## config.mk

```make
export PLATFORM = sky130hd
export DESIGN_NAME = mem_port_arbiter
export DESIGN_NICKNAME = d
export VERILOG_FILES = /design/src/rtl/mem_port_arbiter_pkg.sv /design/src/rtl/mem_port_arbiter_watchdog.sv /design/src/rtl/mem_port_arbiter.sv
export SDC_FILE = /design/constraint.sdc
export NUM_CORES = 1
export LEC_CHECK = 0
export BUFFER_PORTS_ARGS = -buffer_cell sky130_fd_sc_hd__buf_4
export CAP_MARGIN = 10
export CORE_UTILIZATION = 40
export CTS_BUF_LIST = sky130_fd_sc_hd__clkbuf_16
export DETAILED_ROUTE_END_ITERATION = 6
export GPL_TIMING_DRIVEN = 0
export PLACE_DENSITY = 0.79
export SLEW_MARGIN = 10
export SYNTH_ARGS = -nofsm -noshare
export SYNTH_HDL_FRONTEND = slang
export SYNTH_SLANG_ARGS = --single-unit
```

## constraint.sdc

```tcl
create_clock -name clk -period 5.14 [get_ports clk]
set_clock_uncertainty 0.15 [all_clocks]
set_input_delay 1.028 -clock clk [delete_from_list [all_inputs] [get_ports clk]]
set_output_delay 1.028 -clock clk [all_outputs]
set_load 0.01 [all_outputs]
```

## src/rtl/mem_port_arbiter_pkg.sv

```systemverilog
// Shared types and constants for the SDRAM request-port arbiter.
//   arb_state_t : arbiter FSM states
//   mem_ctl_t   : control fields of a controller request (rw, access size, unsigned)
//   OPLEN_WORD  : access size code for a 32-bit word
package mem_port_arbiter_pkg;

  localparam int unsigned DATA_W = 32;
  localparam int unsigned WDOG_W = 16;

  localparam logic [1:0] OPLEN_WORD = 2'b10;

  typedef enum logic [1:0] {
    ARB_IDLE    = 2'd0,
    ARB_BUSY_I  = 2'd1,
    ARB_BUSY_D  = 2'd2,
    ARB_RELEASE = 2'd3
  } arb_state_t;

  typedef struct packed {
    logic       rw;
    logic [1:0] oplen;
    logic       uns;
  } mem_ctl_t;

  // Instruction fetches are always unsigned-agnostic word loads.
  function automatic mem_ctl_t fetch_ctl();
    mem_ctl_t c;
    c.rw    = 1'b0;
    c.oplen = OPLEN_WORD;
    c.uns   = 1'b0;
    return c;
  endfunction

endpackage

```

## src/rtl/mem_port_arbiter_watchdog.sv

```systemverilog
// Saturating busy-cycle counter with a sticky limit flag.
//   clk, rst_n : clock, async active-low reset
//   i_clear    : clear the counter (transaction completed)
//   i_enable   : count this cycle (arbiter busy)
//   o_flag     : sticky, set when the counter reaches TIMEOUT; cleared only by reset
module mem_port_arbiter_watchdog
  import mem_port_arbiter_pkg::*;
#(
  parameter int unsigned TIMEOUT = 1023
) (
  input  logic clk,
  input  logic rst_n,
  input  logic i_clear,
  input  logic i_enable,
  output logic o_flag
);

  localparam logic [WDOG_W-1:0] LIMIT = WDOG_W'(TIMEOUT);

  logic [WDOG_W-1:0] r_cnt;
  logic [WDOG_W-1:0] w_cnt_nxt;
  logic              r_flag;

  // Next count: clear wins, otherwise increment until the limit.
  always_comb begin
    w_cnt_nxt = r_cnt;
    if (i_clear) begin
      w_cnt_nxt = '0;
    end else if (i_enable && (r_cnt != LIMIT)) begin
      w_cnt_nxt = r_cnt + WDOG_W'(1);
    end
  end

  // Flag rises on the same edge the counter lands on the limit.
  always_ff @(posedge clk or negedge rst_n) begin
    if (!rst_n) begin
      r_cnt  <= '0;
      r_flag <= 1'b0;
    end else begin
      r_cnt <= w_cnt_nxt;
      if (w_cnt_nxt == LIMIT) begin
        r_flag <= 1'b1;
      end
    end
  end

  assign o_flag = r_flag;

endmodule

```

## src/rtl/mem_port_arbiter.sv

```systemverilog
// Shares the SDRAM controller request port between the instruction-fetch
// and load/store requesters. A grant is registered and held for the whole
// transaction, followed by a one-cycle RELEASE gap.
//   clk, rst_n         : clock, async active-low reset
//   i_enable/i_addr    : fetch request;  i_valid/i_rdata : fetch completion
//   d_enable/d_rw/d_addr/d_wdata/d_oplen/d_unsigned : data request
//   d_valid/d_rdata    : data completion
//   m_*                : request to / completion from the controller
//   busy               : transaction outstanding
//   grant_d            : current/last grant went to the data port
//   err_timeout        : sticky, a transaction stayed busy for TIMEOUT cycles
module mem_port_arbiter
  import mem_port_arbiter_pkg::*;
#(
  parameter int unsigned ADDR_W        = 25,
  parameter bit          DATA_PRIORITY = 1'b0,
  parameter int unsigned TIMEOUT       = 1023
) (
  input  logic              clk,
  input  logic              rst_n,
  input  logic              i_enable,
  input  logic [ADDR_W-1:0] i_addr,
  output logic              i_valid,
  output logic [DATA_W-1:0] i_rdata,
  input  logic              d_enable,
  input  logic              d_rw,
  input  logic [ADDR_W-1:0] d_addr,
  input  logic [DATA_W-1:0] d_wdata,
  input  logic [1:0]        d_oplen,
  input  logic              d_unsigned,
  output logic              d_valid,
  output logic [DATA_W-1:0] d_rdata,
  output logic              m_enable,
  output logic              m_rw,
  output logic [ADDR_W-1:0] m_addr,
  output logic [DATA_W-1:0] m_wdata,
  output logic [1:0]        m_oplen,
  output logic              m_unsigned,
  input  logic              m_valid,
  input  logic [DATA_W-1:0] m_rdata,
  output logic              busy,
  output logic              grant_d,
  output logic              err_timeout
);

  arb_state_t        r_state;
  arb_state_t        w_state_nxt;
  logic              w_grant;
  logic              w_sel_d;
  logic              w_done;
  logic              r_grant_d;
  logic              r_m_enable;
  logic [ADDR_W-1:0] r_m_addr;
  logic [DATA_W-1:0] r_m_wdata;
  mem_ctl_t          r_m_ctl;
  logic              w_busy;

  // State register.
  always_ff @(posedge clk or negedge rst_n) begin
    if (!rst_n) begin
      r_state <= ARB_IDLE;
    end else begin
      r_state <= w_state_nxt;
    end
  end

  // Next state and grant decision. r_grant_d doubles as last_grant:
  // on a tie without data priority, the port that did not win last time wins.
  always_comb begin
    w_state_nxt = r_state;
    w_grant     = 1'b0;
    w_sel_d     = 1'b0;
    w_done      = 1'b0;
    case (r_state)
      ARB_IDLE: begin
        if (d_enable && (!i_enable || DATA_PRIORITY || !r_grant_d)) begin
          w_grant     = 1'b1;
          w_sel_d     = 1'b1;
          w_state_nxt = ARB_BUSY_D;
        end else if (i_enable) begin
          w_grant     = 1'b1;
          w_state_nxt = ARB_BUSY_I;
        end
      end
      ARB_BUSY_I, ARB_BUSY_D: begin
        if (m_valid) begin
          w_done      = 1'b1;
          w_state_nxt = ARB_RELEASE;
        end
      end
      ARB_RELEASE: w_state_nxt = ARB_IDLE;
      default:     w_state_nxt = ARB_IDLE;
    endcase
  end

  // Outputs decoded from state; completions pass m_valid/m_rdata straight through.
  always_comb begin
    w_busy  = (r_state == ARB_BUSY_I) || (r_state == ARB_BUSY_D);
    i_valid = (r_state == ARB_BUSY_I) && m_valid;
    d_valid = (r_state == ARB_BUSY_D) && m_valid;
    i_rdata = m_rdata;
    d_rdata = m_rdata;
  end

  // Request registers: captured only at grant, held until completion.
  always_ff @(posedge clk or negedge rst_n) begin
    if (!rst_n) begin
      r_m_enable <= 1'b0;
      r_grant_d  <= 1'b0;
      r_m_addr   <= '0;
      r_m_wdata  <= '0;
      r_m_ctl    <= '0;
    end else if (w_grant) begin
      r_m_enable <= 1'b1;
      r_grant_d  <= w_sel_d;
      if (w_sel_d) begin
        r_m_addr      <= d_addr;
        r_m_wdata     <= d_wdata;
        r_m_ctl.rw    <= d_rw;
        r_m_ctl.oplen <= d_oplen;
        r_m_ctl.uns   <= d_unsigned;
      end else begin
        r_m_addr  <= i_addr;
        r_m_wdata <= '0;
        r_m_ctl   <= fetch_ctl();
      end
    end else if (w_done) begin
      r_m_enable <= 1'b0;
    end
  end

  mem_port_arbiter_watchdog #(
    .TIMEOUT (TIMEOUT)
  ) u_watchdog (
    .clk      (clk),
    .rst_n    (rst_n),
    .i_clear  (w_done),
    .i_enable (w_busy),
    .o_flag   (err_timeout)
  );

  assign busy       = w_busy;
  assign grant_d    = r_grant_d;
  assign m_enable   = r_m_enable;
  assign m_rw       = r_m_ctl.rw;
  assign m_addr     = r_m_addr;
  assign m_wdata    = r_m_wdata;
  assign m_oplen    = r_m_ctl.oplen;
  assign m_unsigned = r_m_ctl.uns;

endmodule

```

**Word-level counts from Yosys, hierarchy flattened**

Index checks and enable logic that the tools add are counted.

- Shift operators: 0
- Muxes and demuxes: 18
- Magnitude comparators: 0
- Reduce and logical (&&, ||, !) cells: 12
- Divide/modulo/power cells: 0
- Eq/ne operators: 7
- Add/subtract/negate cells: 1
- Bitwise gates (word level): 0
- $mul: 0

Operators with widths:

| operator | count |
|---|---|
| 16-bit two-way mux | 2 |
| 32-bit two-way mux | 1 |
| 25-bit two-way mux | 1 |
| 16-bit by 1-bit adder with 16-bit output (second input constant) | 1 |
| 16-bit by 10-bit == test with 1-bit output (second input constant) | 1 |
| 16-bit by 10-bit != test with 1-bit output (second input constant) | 1 |
| 1-bit two-way mux | 9 |
| 2-bit two-way mux | 3 |
| 2-bit case mux with 3 select lines | 1 |
| 2-bit == test (second input constant) | 2 |
| 1-bit logical AND | 4 |
| 4-bit two-way mux | 1 |
| 3-bit != test (second input constant) | 1 |
| 2-bit by 1-bit == test with 1-bit output (second input constant) | 1 |
| 1-bit logical NOT | 2 |
| 2-bit logical NOT | 1 |
| 1-bit logical OR | 2 |
| 2-bit != test (second input constant) | 1 |
| 2-bit AND reduction | 1 |
| 2-bit nonzero test | 1 |
| 2-bit OR reduction | 1 |

- ROM bits: 0
- Memories kept: 0
- Bits in latches: 0
- Word-level logic and storage cells: 48
- Output and inout port bits: 131
- Flip-flop bits (word level): 82
- Bits in writable memories: 0

**Longest topological paths before layout**

- Word-level depth: 6
- Gate-level depth with buffers: 9
- Gate-level depth less buffers: 8

**By module**

From an unflattened synthesis, not the netlist that was laid out.

- Cells, all modules: 370
- Area total of the unflattened synthesis: 4271.6 µm²

Modules (own cells, without submodules):

| module | seq. area each (µm²) | cells each | times used | area each (µm²) |
|---|---|---|---|---|
| mem_port_arbiter | 1626.6 | 258 | 1 | 3203.1 |
| mem_port_arbiter_watchdog | 425.4 | 112 | 1 | 1068.5 |

**Worst setup path after synthesis**

No wires, ideal clock.

- Kind: input to output
- From: input m_valid
- To: output d_valid
- Arrival time: 1.343 ns
- Stages on the path: 2
- Required time: 3.962 ns
- Setup slack: 2.619 ns
- Path through: buf_4 > and2_1

- Longest elaborated chain between the ends: 1

RTL lines:

| what | line | RTL |
|---|---|---|
| from (decl) | mem_port_arbiter.sv:39 | `input logic m_valid,` |
| 1-bit logical AND | mem_port_arbiter.sv:100 | `d_valid = (r_state == ARB_BUSY_D) && m_valid;` |
| to (decl) | mem_port_arbiter.sv:31 | `output logic d_valid,` |

Every way passes these cells.

**Worst setup path after layout**

- From: register r_state[0]
- To: register u_watchdog.r_flag, in the netlist u_watchdog.o_flag

- Longest elaborated chain between the ends: 6
- Elaborated cells between the ends (all ways): 9
- Those cells by class: 3 x eq/ne; 3 x mux; 3 x reduce/logical

RTL lines:

| what | line | RTL |
|---|---|---|
| from (decl) | mem_port_arbiter.sv:46 | `arb_state_t r_state;` |
| from (signal assigned) | mem_port_arbiter.sv:63 | `r_state <= w_state_nxt;` |
| 2-bit by 1-bit == test with 1-bit output or 2-bit == test (tied branches) | mem_port_arbiter.sv:74, mem_port_arbiter.sv:98 |  |
| 1-bit logical OR | mem_port_arbiter.sv:98 | `w_busy = (r_state == ARB_BUSY_I) \|\| (r_state == ARB_BUSY_D);` |
| 1-bit logical AND | mem_port_arbiter_watchdog.sv:29 | `end else if (i_enable && (r_cnt != LIMIT)) begin` |
| 16-bit two-way mux | mem_port_arbiter_watchdog.sv:29 |  |
| 16-bit two-way mux (*) | mem_port_arbiter_watchdog.sv:27 | `if (i_clear) begin` |
| 16-bit by 10-bit == test with 1-bit output (*) | mem_port_arbiter_watchdog.sv:41 | `if (w_cnt_nxt == LIMIT) begin` |
| to (signal assigned) | mem_port_arbiter_watchdog.sv:38 | `r_flag <= 1'b0;` |
| to (signal assigned) | mem_port_arbiter_watchdog.sv:42 | `r_flag <= 1'b1;` |
| to (decl) | mem_port_arbiter_watchdog.sv:22 | `logic r_flag;` |

Mark *: on every way between the ends. The rest lies on a longest branch, timed or not.
A chain may end at the register's enable or synchronous reset.

==> metrics.txt <==
wire length on met1=4860 microns; die area=11200 sq um; multiplexer share of the synthesized area=0.695%; WL per Instance=15.1 microns; post-synthesis register bit count=82; Setup TNS=0 ns; status=finished clean; Seq/Total Area, Yosys=47.5%; share of layout cells above drive strength 1=46.3%; H-tree depth=3; Worst R2R Path Depth=8; Synth Area in XOR/XNOR=1.42%; commonest non-fill, non-tap cell in the layout=buf_4; Peak VDD IR=309 uV; Post-synth EDFFs=0; area grow syn2layout=49.1%; switching share of power=37.1%; ys flop type=dfrtp_1; Clock Latency Late Sink=0.33 ns; gr ovfl total=0; vias per inst=5.04; syn_nets=564; compound-gate portion of the synthesized area=19.4%; CP endpoint kind=flip-flop; first-pass GRT wire length=19400 microns; worst slew pin tran=1.02 ns; clk sinks=82; RSZ-0062 raised after global routing=no; slew margin rel.=32.1%; Final min period=2.81 ns; vias=4076; maximum clock path buffer count=2; I/O pin count=254; uppermost layer routed=met4; CTS tree=yes; Hold Slack=0.335 ns; largest family of logic cells by synthesized area=compound AO/OA/AOI/OAI gates; Static Leak=3.15 nW; post-CTS sizing=0; number of global-route vias before repair=4056; Die Ht=106 microns; register share of total power=33.8%; WHS Endpoint=u_watchdog.o_flag$_DFFE_PN0N_; total CTS buffers=9; Fin. Hold Viols=0; # hold bufs at CTS=0; HP Class=flip-flop to flip-flop; Pint=1.96 mW; largest net degree at the start of global routing=83; Setup Crit Path Kind=flip-flop to flip-flop; Startpoint Class=flip-flop; Post-Synth Simple-Gate Area=15.1%; Post-synth ARST share=100%; root buffer cell=clkbuf_16; Hold Startpoint=u_watchdog.o_flag$_DFFE_PN0N_; fin nets=795; met3 wire length=962 microns; Syn Inst Count=436; final max-slew violation count=0; Port Buffers=220; crit-path cells=inv_1 > ha_1 > buf_2 > inv_1 > nor2_1 > o21ai_0 > nor4b_1 > a41o_1; most frequent cells in the layout=buf_4, dfrtp_1, nor2_1; Rows=37; final WL=12200 microns; DRT iter0 DRCs=217; synthesized cell area=4320 sq um; setup bufs post-CTS=0; die width=106 microns; Worst path most repeated cell=inv_1; Worst R2R Start=r_state[0]$_DFFE_PN0P_; core area=10400 sq um; PD cells=484 nW/um^2; fillers=882; clock share of power=20.6%; met2 routed WL=6020 microns; Antenna diodes=0; initial antenna violation count=0; Fmax=0.356 GHz; Worst-path clk slew=0.06 ns; CP max stage delay=0.51 ns; Yosys cell types=47; Avg Synthesized Cell Area=9.91 sq um; hold path depth=1; adder-cell share of the synthesized area=1.45%; Total GRT Usage=21.6%; CP required=5.25 ns; worst reg2reg path endpoint=u_watchdog.o_flag$_DFFE_PN0N_; DRC errors left=0; GP Congestion=0.861; Worst Path Max Fanout=10; maxcap violations=0; sw power=1.16 mW; drt pass-1 iters=4; Synthesis Warnings=0; Worst Path Arrival=2.92 ns; slowest library cell on the worst path=nor2_1; reg-to-reg slack, setup=2.33 ns; combinational group share of total power=45.6%; final antenna-violating net count=0; Starting Density=41.5%; detailed-placement wirelength estimate=9320 microns; Final setup viols=0; Tcrit/Tclk final=54.6%
stage by stage:
step	instance area (sq um)	power [mW]	instances	worst slack (ns)	utilization [%]
after floorplan	4320	1.79	436	2.62	-
after global placement	6140	2.43	792	2.10	59.0
after detailed placement	6140	2.48	792	2.06	59.0
after CTS	6450	3.14	808	2.32	61.9
after global routing	6450	3.32	808	2.09	61.9
final	6450	3.12	808	2.33	61.9
power by group through the flow:
stage / sequential (mW) / clock (mW) / combinational [mW]
2_1_floorplan: 1.15 / 0 / 0.644
3_3_place_gp: 1.05 / 0 / 1.38
3_5_place_dp: 1.05 / 0 / 1.43
4_1_cts: 1.05 / 0.652 / 1.43
5_1_grt: 1.09 / 0.685 / 1.55
6_report: 1.05 / 0.643 / 1.42
cell usage after synthesis, types with 3 or more instances:
master | instances | area, sq um
nand2b_1 | 3 | 18.8
a22o_1 | 37 | 324
nand4_1 | 3 | 18.8
o21ai_0 | 35 | 175
inv_1 | 8 | 30.0
nand2_1 | 16 | 60.1
xnor2_1 | 6 | 52.6
dfrtp_1 | 82 | 2050
mux2i_1 | 3 | 30.0
nand3_1 | 6 | 30.0
and2_1 | 4 | 25.0
buf_4 | 66 | 495
nand3b_1 | 25 | 188
clkbuf_1 | 19 | 71.3
ha_1 | 5 | 62.6
a21oi_1 | 32 | 160
or3_1 | 3 | 18.8
nor4_1 | 3 | 18.8
a211oi_1 | 3 | 22.5
nor2_1 | 45 | 169
critical path, delay by kind of cell, from the launching register on:
family,cells,cell delay [ns]
and+or+nand+nor,2,0.84
buffers and inverters,3,0.51
adders and majority gates,1,0.47
AOI/OAI and AO/OA,2,0.41
DFF,1,0.35
cell type report:
class | instances | area [sq um] | area share [%]
multi-input cells | 258 | 1650 | 25.5
inverters | 8 | 30.0 | 0.466
clock buffers | 9 | 225 | 3.49
well taps | 136 | 170 | 2.64
flip-flops and latches | 82 | 2050 | 31.8
repair buffers | 220 | 1650 | 25.6
plain buffers | 88 | 594 | 9.22
clock inverters | 7 | 76.3 | 1.18
worst max-delay path by stage:
| stage | start | end | slack [ns] | depth (start not counted) |
|---|---|---|---|---|
| final | r_state[0]$_DFFE_PN0P_ | u_watchdog.o_flag$_DFFE_PN0N_ | 2.33 | 8 |
| after global routing | r_state[0]$_DFFE_PN0P_ | u_watchdog.o_flag$_DFFE_PN0N_ | 2.09 | 8 |
| after CTS | r_state[0]$_DFFE_PN0P_ | u_watchdog.o_flag$_DFFE_PN0N_ | 2.32 | 8 |
| after detailed placement | i_enable | m_wdata[26]$_DFFE_PN0P_ | 2.06 | 6 |
| after global placement | i_enable | m_wdata[28]$_DFFE_PN0P_ | 2.10 | 6 |
| after floorplan | m_valid | d_valid | 2.62 | 2 |
flip-flops by register name, indices dropped and copies added, names as in the netlist:
signal             flops
u_watchdog.r_cnt      16
m_rw                   1
grant_d                1
m_unsigned             1
u_watchdog.o_flag      1
m_addr                25
m_enable               1
r_state                2
m_wdata               32
m_oplen                2
metal layers:
metal	vias to the layer above	track usage [%]
met5	-	0
met4	0	9.13
met3	29	5.46
met2	180	35.9
met1	1925	26.8
li1	1942	-
cells by family (layout without fill, tap and decap cells):
family,after synthesis,count (layout)
AOI/OAI and AO/OA,126,126
xor gates and xnor gates,7,7
adders and majority gates,5,5
buffers and inverters,96,332
DFF,82,82
muxes,3,3
and+or+nand+nor,117,117
(Power assumes the default switching activity.)
